==> config.mk <==
export PLATFORM = sky130hd
export DESIGN_NAME = obi_data_arbiter
export DESIGN_NICKNAME = d
export VERILOG_FILES = /design/src/rtl/obi_data_arbiter_pkg.sv /design/src/rtl/obi_data_arbiter_src_fifo.sv /design/src/rtl/obi_data_arbiter.sv
export SDC_FILE = /design/constraint.sdc
export NUM_CORES = 1
export LEC_CHECK = 0
export CORE_AREA = 2 2 111 113
export DETAILED_ROUTE_END_ITERATION = 8
export DIE_AREA = 0 0 113 115
export PLACE_DENSITY = 0.66
export SYNTH_ARGS = -nofsm -noshare
export SYNTH_HDL_FRONTEND = slang
export SYNTH_SLANG_ARGS = --single-unit
==> constraint.sdc <==
create_clock -name clk_i -period 2.65 [get_ports clk_i]
set_input_delay 0.6625 -clock clk_i [delete_from_list [all_inputs] [get_ports clk_i]]
set_output_delay 0.6625 -clock clk_i [all_outputs]
set_load 0.005 [all_outputs]
==> src/rtl/obi_data_arbiter_pkg.sv <==
// obi_data_arbiter_pkg: shared types and helpers for the OBI data arbiter.
// Holds the index-width helper, the default request bundle and FIFO depth.
package obi_data_arbiter_pkg;

  localparam int DEF_MAX_OUTSTANDING = 4;
  localparam int OBI_ADDR_W = 32;
  localparam int OBI_DATA_W = 32;

  typedef struct packed {
    logic                    we;
    logic [OBI_DATA_W/8-1:0] be;
    logic [OBI_ADDR_W-1:0]   addr;
    logic [OBI_DATA_W-1:0]   wdata;
  } obi_req_t;

  function automatic int idx_w(input int n);
    return (n <= 1) ? 1 : $clog2(n);
  endfunction

endpackage

==> src/rtl/obi_data_arbiter_src_fifo.sv <==
// obi_data_arbiter_src_fifo: tracks the source master of each outstanding
// transaction. Ports: clk_i, rst_ni, push_i/data_i, pop_i/data_o,
// full_o, empty_o, count_o (occupancy, 0..DEPTH).
module obi_data_arbiter_src_fifo #(
  parameter int DEPTH = 4,
  parameter int W     = 1
) (
  input  logic                     clk_i,
  input  logic                     rst_ni,
  input  logic                     push_i,
  input  logic [W-1:0]             data_i,
  input  logic                     pop_i,
  output logic [W-1:0]             data_o,
  output logic                     full_o,
  output logic                     empty_o,
  output logic [$clog2(DEPTH):0]   count_o
);

  localparam int PTR_W = $clog2(DEPTH);

  logic [W-1:0]     mem [DEPTH];
  logic [PTR_W-1:0] wptr;
  logic [PTR_W-1:0] rptr;
  logic [PTR_W:0]   cnt;

  always_ff @(posedge clk_i or negedge rst_ni) begin
    if (!rst_ni) begin
      wptr <= '0;
      rptr <= '0;
      cnt  <= '0;
      for (int i = 0; i < DEPTH; i++) mem[i] <= '0;
    end else begin
      if (push_i) begin
        mem[wptr] <= data_i;
        wptr      <= wptr + 1'b1;
      end
      if (pop_i) rptr <= rptr + 1'b1;
      if (push_i && !pop_i) cnt <= cnt + 1'b1;
      else if (!push_i && pop_i) cnt <= cnt - 1'b1;
    end
  end

  assign data_o  = mem[rptr];
  assign full_o  = (cnt == (PTR_W+1)'(DEPTH));
  assign empty_o = (cnt == '0);
  assign count_o = cnt;

endmodule

==> src/rtl/obi_data_arbiter.sv <==
// obi_data_arbiter: N-master to 1-slave OBI data arbiter, in-order responses.
// Ports: m_* master side (req/gnt/we/be/addr/wdata/rvalid/rdata), s_* slave
// side, outstanding_o occupancy, spurious_rsp_o sticky orphan-response flag.
// Macro OBI_DATA_ARBITER_RR_EN selects round-robin instead of fixed priority.
module obi_data_arbiter
  import obi_data_arbiter_pkg::*;
#(
  parameter int NUM_MASTERS     = 2,
  parameter int MAX_OUTSTANDING = DEF_MAX_OUTSTANDING,
  parameter int ADDR_W          = 32,
  parameter int DATA_W          = 32,
  parameter int RSP_REG         = 1
) (
  input  logic                              clk_i,
  input  logic                              rst_ni,
  input  logic [NUM_MASTERS-1:0]            m_req_i,
  output logic [NUM_MASTERS-1:0]            m_gnt_o,
  input  logic [NUM_MASTERS-1:0]            m_we_i,
  input  logic [NUM_MASTERS*(DATA_W/8)-1:0] m_be_i,
  input  logic [NUM_MASTERS*ADDR_W-1:0]     m_addr_i,
  input  logic [NUM_MASTERS*DATA_W-1:0]     m_wdata_i,
  output logic [NUM_MASTERS-1:0]            m_rvalid_o,
  output logic [DATA_W-1:0]                 m_rdata_o,
  output logic                              s_req_o,
  input  logic                              s_gnt_i,
  output logic                              s_we_o,
  output logic [DATA_W/8-1:0]               s_be_o,
  output logic [ADDR_W-1:0]                 s_addr_o,
  output logic [DATA_W-1:0]                 s_wdata_o,
  input  logic                              s_rvalid_i,
  input  logic [DATA_W-1:0]                 s_rdata_i,
  output logic [$clog2(MAX_OUTSTANDING):0]  outstanding_o,
  output logic                              spurious_rsp_o
);

  localparam int BE_W  = DATA_W / 8;
  localparam int IDX_W = idx_w(NUM_MASTERS);

  typedef struct packed {
    logic              we;
    logic [BE_W-1:0]   be;
    logic [ADDR_W-1:0] addr;
    logic [DATA_W-1:0] wdata;
  } req_t;

  logic [IDX_W-1:0]  arb_win;
  logic [IDX_W-1:0]  win;
  logic [IDX_W-1:0]  lock_idx_q;
  logic [IDX_W-1:0]  head;
  logic              lock_q;
  logic              any_req;
  logic              full;
  logic              empty;
  logic              push;
  logic              pop;
  logic              stall;
  logic              dvalid;
  logic [DATA_W-1:0] drdata;
  logic              spur_q;
  req_t              sel;

`ifdef OBI_DATA_ARBITER_RR_EN
  logic [IDX_W-1:0] rr_q;

  always_comb begin : arb
    int  j;
    logic found;
    arb_win = '0;
    found   = 1'b0;
    j       = 0;
    for (int i = 0; i < NUM_MASTERS; i++) begin
      j = (int'(rr_q) + i) % NUM_MASTERS;
      if (!found && m_req_i[j[IDX_W-1:0]]) begin
        found   = 1'b1;
        arb_win = j[IDX_W-1:0];
      end
    end
  end

  // Next search starts just past the master that was accepted.
  always_ff @(posedge clk_i or negedge rst_ni) begin
    if (!rst_ni) rr_q <= '0;
    else if (push)
      rr_q <= (int'(win) == NUM_MASTERS - 1) ? '0 : win + 1'b1;
  end
`else
  always_comb begin : arb
    arb_win = '0;
    for (int i = NUM_MASTERS - 1; i >= 0; i--)
      if (m_req_i[IDX_W'(i)]) arb_win = IDX_W'(i);
  end
`endif

  // A presented but ungranted request keeps ownership of the slave port.
  assign any_req = lock_q | (|m_req_i);
  assign win     = lock_q ? lock_idx_q : arb_win;
  assign stall   = full & ~pop;
  assign s_req_o = any_req & ~stall;
  assign push    = s_req_o & s_gnt_i;
  assign pop     = dvalid & ~empty;

  always_ff @(posedge clk_i or negedge rst_ni) begin
    if (!rst_ni) begin
      lock_q     <= 1'b0;
      lock_idx_q <= '0;
    end else if (s_req_o && !s_gnt_i) begin
      lock_q     <= 1'b1;
      lock_idx_q <= win;
    end else if (s_req_o) begin
      lock_q     <= 1'b0;
    end
  end

  always_comb begin
    sel = '0;
    if (s_req_o) begin
      sel.we    = m_we_i[win];
      sel.be    = m_be_i[win*BE_W +: BE_W];
      sel.addr  = m_addr_i[win*ADDR_W +: ADDR_W];
      sel.wdata = m_wdata_i[win*DATA_W +: DATA_W];
    end
  end

  assign s_we_o    = sel.we;
  assign s_be_o    = sel.be;
  assign s_addr_o  = sel.addr;
  assign s_wdata_o = sel.wdata;

  always_comb begin
    m_gnt_o = '0;
    if (push) m_gnt_o[win] = 1'b1;
  end

  obi_data_arbiter_src_fifo #(
    .DEPTH (MAX_OUTSTANDING),
    .W     (IDX_W)
  ) u_src_fifo (
    .clk_i   (clk_i),
    .rst_ni  (rst_ni),
    .push_i  (push),
    .data_i  (win),
    .pop_i   (pop),
    .data_o  (head),
    .full_o  (full),
    .empty_o (empty),
    .count_o (outstanding_o)
  );

  if (RSP_REG != 0) begin : g_rsp_reg
    logic              rvalid_q;
    logic [DATA_W-1:0] rdata_q;

    always_ff @(posedge clk_i or negedge rst_ni) begin
      if (!rst_ni) begin
        rvalid_q <= 1'b0;
        rdata_q  <= '0;
      end else begin
        rvalid_q <= s_rvalid_i;
        rdata_q  <= s_rdata_i;
      end
    end

    assign dvalid = rvalid_q;
    assign drdata = rdata_q;
  end else begin : g_rsp_comb
    assign dvalid = s_rvalid_i;
    assign drdata = s_rdata_i;
  end

  always_comb begin
    m_rvalid_o = '0;
    if (pop) m_rvalid_o[head] = 1'b1;
  end

  assign m_rdata_o = drdata;

  always_ff @(posedge clk_i or negedge rst_ni) begin
    if (!rst_ni) spur_q <= 1'b0;
    else if (dvalid && empty) spur_q <= 1'b1;
  end

  assign spurious_rsp_o = spur_q;

endmodule

Word level (Yosys, flattened, before mapping)
Cells that the tools add are included.
{"block": "totals", "ramBits": 0, "romBits": 0, "reg_bits": 47, "word_cells": 72, "memories": 0, "input_bits": 176, "latchBits": 0}
{"block": "op_classes", "mux": 21, "multipliers": 0, "shifts": 3, "n_eq_ne": 1, "div": 0, "n_lt_le_gt_ge": 7, "reduce_logical": 14, "add_sub_neg": 4, "bitwise": 10}
{"cell": "variable part select 64 x 7 -> 32 bit", "count": 2}
{"cell": "2-to-1 mux 69 bit", "count": 1}
{"cell": "2-to-1 mux 1 bit", "count": 11}
{"cell": "variable part select 8 x 4 -> 4 bit", "count": 1}
{"cell": "logical AND 1 bit", "count": 7}
{"cell": "greater-or-equal comparator 3 bit, second input constant", "count": 2}
{"cell": "2-to-1 mux 3 bit", "count": 2}
{"cell": "NOT 2 -> 3 bit", "count": 2}
{"cell": "adder 2 x 1 -> 2 bit, second input constant", "count": 2}
{"cell": "AND 1 bit", "count": 4}
{"cell": "bitwise mux 4 bit", "count": 1}
{"cell": "less-than comparator 1 x 2 -> 1 bit, second input constant", "count": 2}
{"cell": "2-to-1 mux 2 bit", "count": 2}
{"cell": "nonzero test 2 bit", "count": 2}
{"cell": "adder 3 x 1 -> 3 bit, second input constant", "count": 1}
{"cell": "== test 3 bit, second input constant", "count": 1}
{"cell": "zero test 1 bit", "count": 3}
{"cell": "zero test 3 bit", "count": 1}
{"cell": "less-than comparator 3 x 1 -> 1 bit, second input constant", "count": 1}
{"cell": "NOT 1 bit", "count": 3}
{"cell": "subtractor 3 x 1 -> 3 bit, second input constant", "count": 1}
{"cell": "binary-select mux 1 bit (select 2 bit)", "count": 1}
{"cell": "demux 1 bit (select 1 bit)", "count": 2}
{"cell": "demux 1 bit (select 2 bit)", "count": 1}
{"cell": "3 further kinds", "count": 4}

Depth between registers and ports, before layout
Gate-level depths: netlist of the first run.
{"block": "logic_depth", "depth_word": 12, "mapped_depth": 9, "ltp_nobuf": 9}

Hierarchy
From an unflattened synthesis of the first run, not the netlist that was laid out.
{"block": "unflattened", "cells_unflattened": 328, "area_unflattened_um2": 2831.5}
{"module": "obi_data_arbiter", "n_inst": 1, "cells_each": 285, "area_each_um2": 2283.4}
{"module": "obi_data_arbiter_src_fifo", "n_inst": 1, "cells_each": 43, "area_each_um2": 548.0}

Least setup slack after synthesis of the first run
OpenSTA, ideal clock, no wires.
{"block": "synth_timing", "path_type": "input-to-reg", "from": "input m_req_i[1]", "to": "register u_src_fifo.cnt[1] (netlist: u_src_fifo.count_o[1])", "t_required_ps": 2525, "path_stages": 7, "t_arrival_ps": 2247, "setup_slack_ps": 279, "cell_sequence": "nor3_1 > or3_1 > inv_1 > ha_1 > inv_1 > fa_1 > mux2_2"}
{"block": "synth_via", "elab_chain_len": 7, "elab_cells_between_ends": 9}
{"item": "from (decl)", "line": "obi_data_arbiter.sv:16", "source": "input logic [NUM_MASTERS-1:0] m_req_i,"}
{"item": "OR reduction 2 bit *", "line": "obi_data_arbiter.sv:95", "source": "assign any_req = lock_q | (|m_req_i);"}
{"item": "OR 1 bit *", "line": "obi_data_arbiter.sv:95"}
{"item": "AND 1 bit *", "line": "obi_data_arbiter.sv:98", "source": "assign s_req_o = any_req & ~stall;"}
{"item": "AND 1 bit *", "line": "obi_data_arbiter.sv:99", "source": "assign push = s_req_o & s_gnt_i;"}
{"item": "named net push", "line": "obi_data_arbiter.sv:54", "source": "logic push;"}
{"item": "zero test 1 bit", "line": "obi_data_arbiter_src_fifo.sv:39", "source": "else if (!push_i && pop_i) cnt <= cnt - 1'b1;"}
{"item": "logical AND 1 bit", "line": "obi_data_arbiter_src_fifo.sv:39"}
{"item": "nonzero test 2 bit (no line)"}
{"item": "to (signal assigned)", "line": "obi_data_arbiter_src_fifo.sv:38", "source": "if (push_i && !pop_i) cnt <= cnt + 1'b1;"}
{"item": "to (signal assigned)", "line": "obi_data_arbiter_src_fifo.sv:39"}
{"item": "to (decl)", "line": "obi_data_arbiter_src_fifo.sv:24", "source": "logic [PTR_W:0] cnt;"}
Mark *: on every way through the listed nets, which the timed path passes. The rest lies on a longest branch.
A chain may end at the register's enable or synchronous reset.

Worst setup path in the final report of the first run
{"block": "layout_timing", "from": "input m_req_i[0]", "to": "output s_addr_o[31]"}
{"block": "layout_via", "elab_chain_len": 4}
{"item": "OR reduction 2 bit", "line": "obi_data_arbiter.sv:95"}
{"item": "OR 1 bit", "line": "obi_data_arbiter.sv:95"}
{"item": "AND 1 bit", "line": "obi_data_arbiter.sv:98"}
{"item": "2-to-1 mux 69 bit", "line": "obi_data_arbiter.sv:116", "source": "if (s_req_o) begin"}
{"item": "to (decl)", "line": "obi_data_arbiter.sv:28", "source": "output logic [ADDR_W-1:0] s_addr_o,"}
Every way passes these cells.

==> results of run 1 <==
## worst min path at each step
stage | cells past startpoint | slack, ns | startpoint | to
2_1_floorplan | 0 | 0.37 | rst_ni | dvalid$_DFF_PN0_
3_3_place_gp | 1 | 0.44 | spurious_rsp_o$_DFFE_PN0P_ | spurious_rsp_o$_DFFE_PN0P_
3_5_place_dp | 1 | 0.45 | spurious_rsp_o$_DFFE_PN0P_ | spurious_rsp_o$_DFFE_PN0P_
4_1_cts | 1 | 0.37 | rst_ni | m_rdata_o[30]$_DFF_PN0_
5_1_grt | 1 | 0.38 | rst_ni | m_rdata_o[11]$_DFF_PN0_
6_report | 1 | 0.35 | rst_ni | m_rdata_o[5]$_DFF_PN0_
## repair_timing
action / 4_1_cts / 5_1_grt
buffers inserted: 8 / 3
cloned: 3 / 0
endpoints found under the setup margin: 74 / 43
pin swaps: 1 / 2
resized for setup: 190 / 8
## metal layers
layer  vias up  routed length, um  track usage
li1       1668                  -            -
met1      1615               4600        0.206
met2       186               6410        0.317
met3        14               1440       0.0648
met4         0                186       0.0431
met5         -                  0            0
## stage by stage
step | instances | hold WS [ns]
6_report | 776 | 0.352
4_1_cts | 774 | 0.369
5_1_grt | 776 | 0.382
2_1_floorplan | 330 | 0.367
3_3_place_gp | 755 | 0.442
3_5_place_dp | 755 | 0.451
## worst reg2reg max path, stage by stage, from the launching register on
cell	delay, ns
dfrtp_1	0.44
nor3_2	0.07
buf_4	0.13
buf_4	0.14
or3_4	0.33
buf_4	0.15
inv_1	0.05
ha_1	0.17
inv_1	0.05
fa_1	0.37
xor2_1	0.15
nor2_1	0.11
xor2_1	0.15
## final cells by class
class	instances	area (um^2)	area share
clock inverter	3	22.5	0.00380
tap	147	184	0.0310
multi-input combinational	252	1350	0.227
timing repair buffer	316	3050	0.515
sequential	47	1180	0.198
clock buffer	5	125	0.0211
inverter	6	22.5	0.00380
## flip-flops by register name, indices dropped and copies added, names as in the netlist
register,count
lock_idx_q,1
dvalid,1
u_src_fifo.mem,4
lock_q,1
m_rdata_o,32
spurious_rsp_o,1
u_src_fifo.count_o,3
u_src_fifo.rptr,2
u_src_fifo.wptr,2
## where the power goes
group	leakage, nW	internal (mW)	switching [mW]
combinational	1.97	0.859	0.549
sequential	0.558	0.813	0.0777
clock	0.0742	0.353	0.266
total	2.60	2.02	0.893
## cells by family after synthesis
| logic type | share of synthesized area |
|---|---|
| adder cells (fa/ha/maj) | 0.0321 |
| AO/OA/AOI/OAI | 0.166 |
| XOR/XNOR | 0.0204 |
| multiplexers | 0.0175 |
| buffers and inverters | 0.0618 |
| AND/OR/NAND/NOR | 0.245 |
| flip-flops | 0.457 |
## cell usage in the layout (no fill, tap or decap), types with 2 or more instances in the layout
cell type / instances
a21oi_1: 49
a21oi_2: 18
a21oi_4: 2
buf_12: 4
buf_16: 2
buf_2: 21
buf_4: 21
buf_6: 3
clkbuf_16: 5
clkdlybuf4s15_1: 22
clkdlybuf4s15_2: 3
clkdlybuf4s50_1: 210
dfrtp_1: 47
dlygate4sd2_1: 28
ha_1: 5
inv_1: 6
nand2_1: 143
nor2_1: 2
nor3_1: 2
o31ai_1: 8
xnor2_1: 4
xor2_1: 2
==> impl_metrics.env, run 1 <==
export IMPL_fin_nets=810
export IMPL_max_vdd_ir_drop_uv=275
export IMPL_place_hpwl_um=9610
export IMPL_ys_top_cells_by_count="nand2_1, a21oi_1, dfrtp_1, clkbuf_1, o31ai_1"
export IMPL_grt_max_degree=56
export IMPL_yosysSeqAreaShare=0.457
export IMPL_ant_nets=0
export IMPL_cp_endpoint="s_addr_o[31]"
export IMPL_timing_rr_start="lock_q$_DFFE_PN0P_"
export IMPL_numPortBuffers=285
export IMPL_dp_slack_ns=-0.604
export IMPL_clock_path_buffers=2
export IMPL_antenna_found_initial=0
export IMPL_tritoncts="done"
export IMPL_max_cap_viol_count=0
export IMPL_drtIter0Drc=164
export IMPL_violations="DRC"
export IMPL_syn_nets=512
export IMPL_num_fill_cells=1159
export IMPL_diodes=0
export IMPL_synth_top_cell_area_share=0.457
export IMPL_io_pins=286
export IMPL_cts_max_level=2
export IMPL_rsz0062_at_grt="true"
export IMPL_vias=3483
export IMPL_grtUsageTotal=0.178
export IMPL_firstDrtPassIters=8
export IMPL_drv_slew=0
export IMPL_design_area_mm2=0.00593
export IMPL_ys_ff_latch=47
export IMPL_synth_edf_count=0
export IMPL_grt_remaining_overflow=0
export IMPL_die_area_mm2=0.0130
export IMPL_cp_num_cells=7
export IMPL_fin_skew_ns=0.00728
export IMPL_critical_path_class="primary input to output port"
export IMPL_arrival_ns=1.94
export IMPL_core_area_mm2=0.0118
export IMPL_cp_slowest_cell="dlygate4sd2_1"
export IMPL_startpoint="m_req_i[0]"
export IMPL_worstMarginPinSlew_ns=0.530
export IMPL_fp_dieH_um=115
export IMPL_postPlaceCellArea_mm2=0.00566
export IMPL_r2r_slack_ns=0.27
export IMPL_synth_area_mm2=0.00257
export IMPL_ctsHoldBuffers=0
export IMPL_synthArstFlopShare=1.00
export IMPL_run_status="finished with violations"
export IMPL_powerDensity_mw_per_mm2=492
export IMPL_wl_per_cell_um=16.3
export IMPL_final_hold_viol_count=0
export IMPL_worst_path_max_fanout=15
export IMPL_min_period_over_period=0.982
export IMPL_die_w_um=113
export IMPL_finalWorstSetupSlack_ns=0.0475
export IMPL_slew_headroom=0.647
export IMPL_syn_to_final_growth_pct=131
export IMPL_cp_start_kind="primary input"
export IMPL_power_total_mw=2.92
export IMPL_syn_area_per_cell_um2=7.79
export IMPL_drive_gt1_frac=0.149
export IMPL_first_global_vias=3480
export IMPL_setup_violations=0
export IMPL_hold_path_class="primary input to async pin"
export IMPL_insertion_delay_ns=0.28
export IMPL_start_util=0.218
export IMPL_rows=40
export IMPL_max_stage_delay_ns=0.26
export IMPL_cts_sinks=47
export IMPL_gp_congestion=0.857
export IMPL_ys_warn_count=0
export IMPL_r2r_end="u_src_fifo.count_o[2]$_DFFE_PN0P_"
export IMPL_end_kind="output port"
export IMPL_post_route_min_period_ns=2.60
export IMPL_routed_wl_um=12600
export IMPL_yosys_area_top_type="dfrtp_1"
export IMPL_r2r_cells=12
export IMPL_synth_cell_types=27
export IMPL_cts_inserted_buffers=5
export IMPL_final_util=0.502
export IMPL_synthFlopType="dfrtp_1"
export IMPL_cp_data_required_time_ns=1.99
export IMPL_clk_pin_slew_ns=0.07
export IMPL_crit_family="buffers and inverters"
export IMPL_max_freq_mhz=384
export IMPL_netlist_top_cells_area="dfrtp_1, nand2_1, a21oi_1, ha_1, clkbuf_1"
export IMPL_crit_chain="dlygate4sd2_1 > nor3_2 > or2_4 > buf_4 > buf_16 > a21oi_1 > clkdlybuf4s15_1"
export IMPL_clock_root_buffer="clkbuf_16"
export IMPL_grt_pass1_wl_um=18300
export IMPL_p_leak_nw=2.60
export IMPL_synth_most_common_cell="nand2_1"
export IMPL_setup_tns_final_ns=0
export IMPL_drc=19
export IMPL_synth_cells=330
export IMPL_vias_per_cell=4.49
export IMPL_critical_path_buf_inv_count=4
No activity file was read; power rests on OpenSTA's default activity.
==> inputs of run 2 (changes only) <==
==> constraint.sdc (replaced) <==
create_clock -name clk_i -period 2.65 [get_ports clk_i]
set_input_delay 0.6625 -clock clk_i [delete_from_list [all_inputs] [get_ports clk_i]]
set_output_delay 0.6625 -clock clk_i [all_outputs]
set_load 0.05 [all_outputs]
==> run 2 against run 1 <==
The flow still finishes with violations (DRC). Sequential cell count did not move. Critical path depth unchanged. Worst setup slack better by 0.020 ns. Clock-buffer cell count up 1. Cell count fell by 1.7%. Highest routed layer unchanged.
==> impl_metrics.env, run 2 (synthesis results as in run 1) <==
export IMPL_grt_remaining_overflow=0
export IMPL_numPortBuffers=285
export IMPL_diodes=0
export IMPL_mostFrequentLayoutCells="clkdlybuf4s50_1, nand2_1, buf_4"
export IMPL_r2r_slack_ns=0.30
export IMPL_routed_wl_um=11900
export IMPL_first_global_vias=3350
export IMPL_place_hpwl_um=9340
export IMPL_p_comb_frac=0.597
export IMPL_num_fill_cells=1098
export IMPL_cp_num_cells=7
export IMPL_grt_pass1_wl_um=17500
export IMPL_insertion_delay_ns=0.28
export IMPL_use_met3=0.0569
export IMPL_drtIter0Drc=166
export IMPL_max_cap_viol_count=0
export IMPL_grt_busiest_layer="met2"
export IMPL_power_total_mw=3.81
export IMPL_critical_path_buf_inv_count=4
export IMPL_run_status="finished with violations"
export IMPL_largest_reg_flops=32
export IMPL_firstDrtPassIters=6
export IMPL_slew_headroom=0.621
export IMPL_rows=40
export IMPL_max_freq_mhz=387
export IMPL_clockPowerShare=0.163
export IMPL_max_vdd_ir_drop_uv=416
export IMPL_final_hold_viol_count=0
export IMPL_antenna_found_initial=0
export IMPL_die_area_mm2=0.0130
export IMPL_post_route_min_period_ns=2.58
export IMPL_syn_to_final_growth_pct=130
export IMPL_multiInputGateArea_mm2=0.00140
export IMPL_drv_slew=0
export IMPL_cp_data_required_time_ns=1.99
export IMPL_cp_start_kind="primary input"
export IMPL_clock_path_buffers=2
export IMPL_dp_cells=752
export IMPL_vias=3352
export IMPL_p_leak_nw=2.56
export IMPL_gp_congestion=0.804
export IMPL_vias_per_cell=4.39
export IMPL_fin_skew_ns=0.00533
export IMPL_arrival_ns=1.92
export IMPL_die_w_um=113
export IMPL_startpoint="m_req_i[0]"
export IMPL_cp_slowest_cell="or2_4"
export IMPL_max_stage_delay_ns=0.27
export IMPL_timing_rr_start="u_src_fifo.count_o[0]$_DFFE_PN0P_"
export IMPL_gr_usage_met2=0.301
export IMPL_io_pins=286
export IMPL_seq_power_share=0.240
export IMPL_ant_nets=0
export IMPL_grt_max_degree=57
export IMPL_min_period_over_period=0.974
export IMPL_worstMarginPinSlew_ns=0.567
export IMPL_powerDensity_mw_per_mm2=644
export IMPL_drc=18
export IMPL_switchingPower_mw=1.74
export IMPL_internal_power_mw=2.07
export IMPL_finalWorstSetupSlack_ns=0.0680
export IMPL_cp_endpoint="s_addr_o[5]"
export IMPL_tritoncts="done"
export IMPL_final_common_cell="clkdlybuf4s50_1"
export IMPL_drive_gt1_frac=0.235
export IMPL_fin_nets=797
export IMPL_clk_pin_slew_ns=0.07
export IMPL_regArea_mm2=0.00118
export IMPL_wl_per_cell_um=15.6
export IMPL_core_area_mm2=0.0118
export IMPL_instances_no_fill=763
export IMPL_grtUsageTotal=0.169
export IMPL_setup_violations=0
export IMPL_end_kind="output port"
export IMPL_rsz0062_at_grt="false"
export IMPL_design_area_mm2=0.00591
export IMPL_cts_max_level=2
export IMPL_start_util=0.218
export IMPL_crit_family="buffers and inverters"
export IMPL_critical_path_class="primary input to output port"
export IMPL_clock_root_buffer="clkbuf_16"
export IMPL_crit_chain="dlygate4sd2_1 > nor3_4 > or2_4 > buf_12 > buf_8 > a21oi_1 > buf_4"
export IMPL_cts_inserted_buffers=5
export IMPL_r2r_cells=10
export IMPL_worst_path_max_fanout=13
export IMPL_violations="DRC"
export IMPL_postPlaceCellArea_mm2=0.00562
export IMPL_r2r_end="u_src_fifo.count_o[2]$_DFFE_PN0P_"
export IMPL_hold_ws_ns=0.352
export IMPL_fp_dieH_um=115
export IMPL_grtUsageMet1=0.197
export IMPL_cts_sinks=47
export IMPL_dp_slack_ns=-0.135
export IMPL_hold_path_class="primary input to async pin"
export IMPL_swShare=0.456
-- run 2: cell types whose count changed in the layout (fill, tap and decap cells not counted), moves of 16 or more --
cell | before | now
clkdlybuf4s15_1 | 22 | 0
buf_2 | 21 | 1
a21oi_1 | 49 | 33
buf_4 | 21 | 79
dlygate4sd2_1 | 28 | 2
a21oi_2 | 18 | 36
-- run 2: final cells by class --
type	count	area share
inverters	6	0.00381
well taps	147	0.0311
repair buffers	303	0.504
clock buffers	6	0.0218
flip-flops and latches	47	0.199
multi-input cells	252	0.237
clock inverters	2	0.00275
-- run 2: repair_timing --
action / CTS / global route
buffers inserted: 1 / 0
gates resized for setup: 15 / 1
gates cloned: 3 / 0
setup endpoints to repair: 71 / 3
pin swaps: 2 / 0
hold buffers: 0 / 0
-- run 2: metrics by stage --
step,TNS [ns],utilization
after floorplan,-11.21,-
after global placement,-4.73,0.475
after detailed placement,-7.95,0.475
after CTS,0,0.500
after global routing,0,0.500
final,0,0.500
-- run 2: routing by layer --
layer / share of wire / up-vias
li1: - / 1641
met1: 0.38 / 1532
met2: 0.51 / 169
met3: 0.10 / 10
met4: 0.013 / 0
met5: 0 / -
-- run 2: power groups by stage --
stage | clock network [mW] | logic, mW | registers [mW]
finish | 0.622 | 2.27 | 0.914
global route | 0.675 | 2.39 | 0.928
CTS | 0.650 | 2.29 | 0.916
detailed placement | 0 | 2.15 | 0.930
global placement | 0 | 2.13 | 0.921
floorplan | 0 | 1.14 | 1.11
-- run 2: worst min path at each step --
| stage | to | slack [ns] | cells after the start |
|---|---|---|---|
| floorplan | dvalid$_DFF_PN0_ | 0.37 | 0 |
| global placement | spurious_rsp_o$_DFFE_PN0P_ | 0.44 | 1 |
| detailed placement | spurious_rsp_o$_DFFE_PN0P_ | 0.46 | 1 |
| CTS | m_rdata_o[21]$_DFF_PN0_ | 0.36 | 2 |
| global route | m_rdata_o[12]$_DFF_PN0_ | 0.37 | 2 |
| finish | m_rdata_o[21]$_DFF_PN0_ | 0.35 | 2 |
==> inputs of run 3 (changes only) <==
SLEW_MARGIN = 15   (was unset)
==> results of run 3 <==
No change in the layout: final DEF, timing and power equal those of run 2.
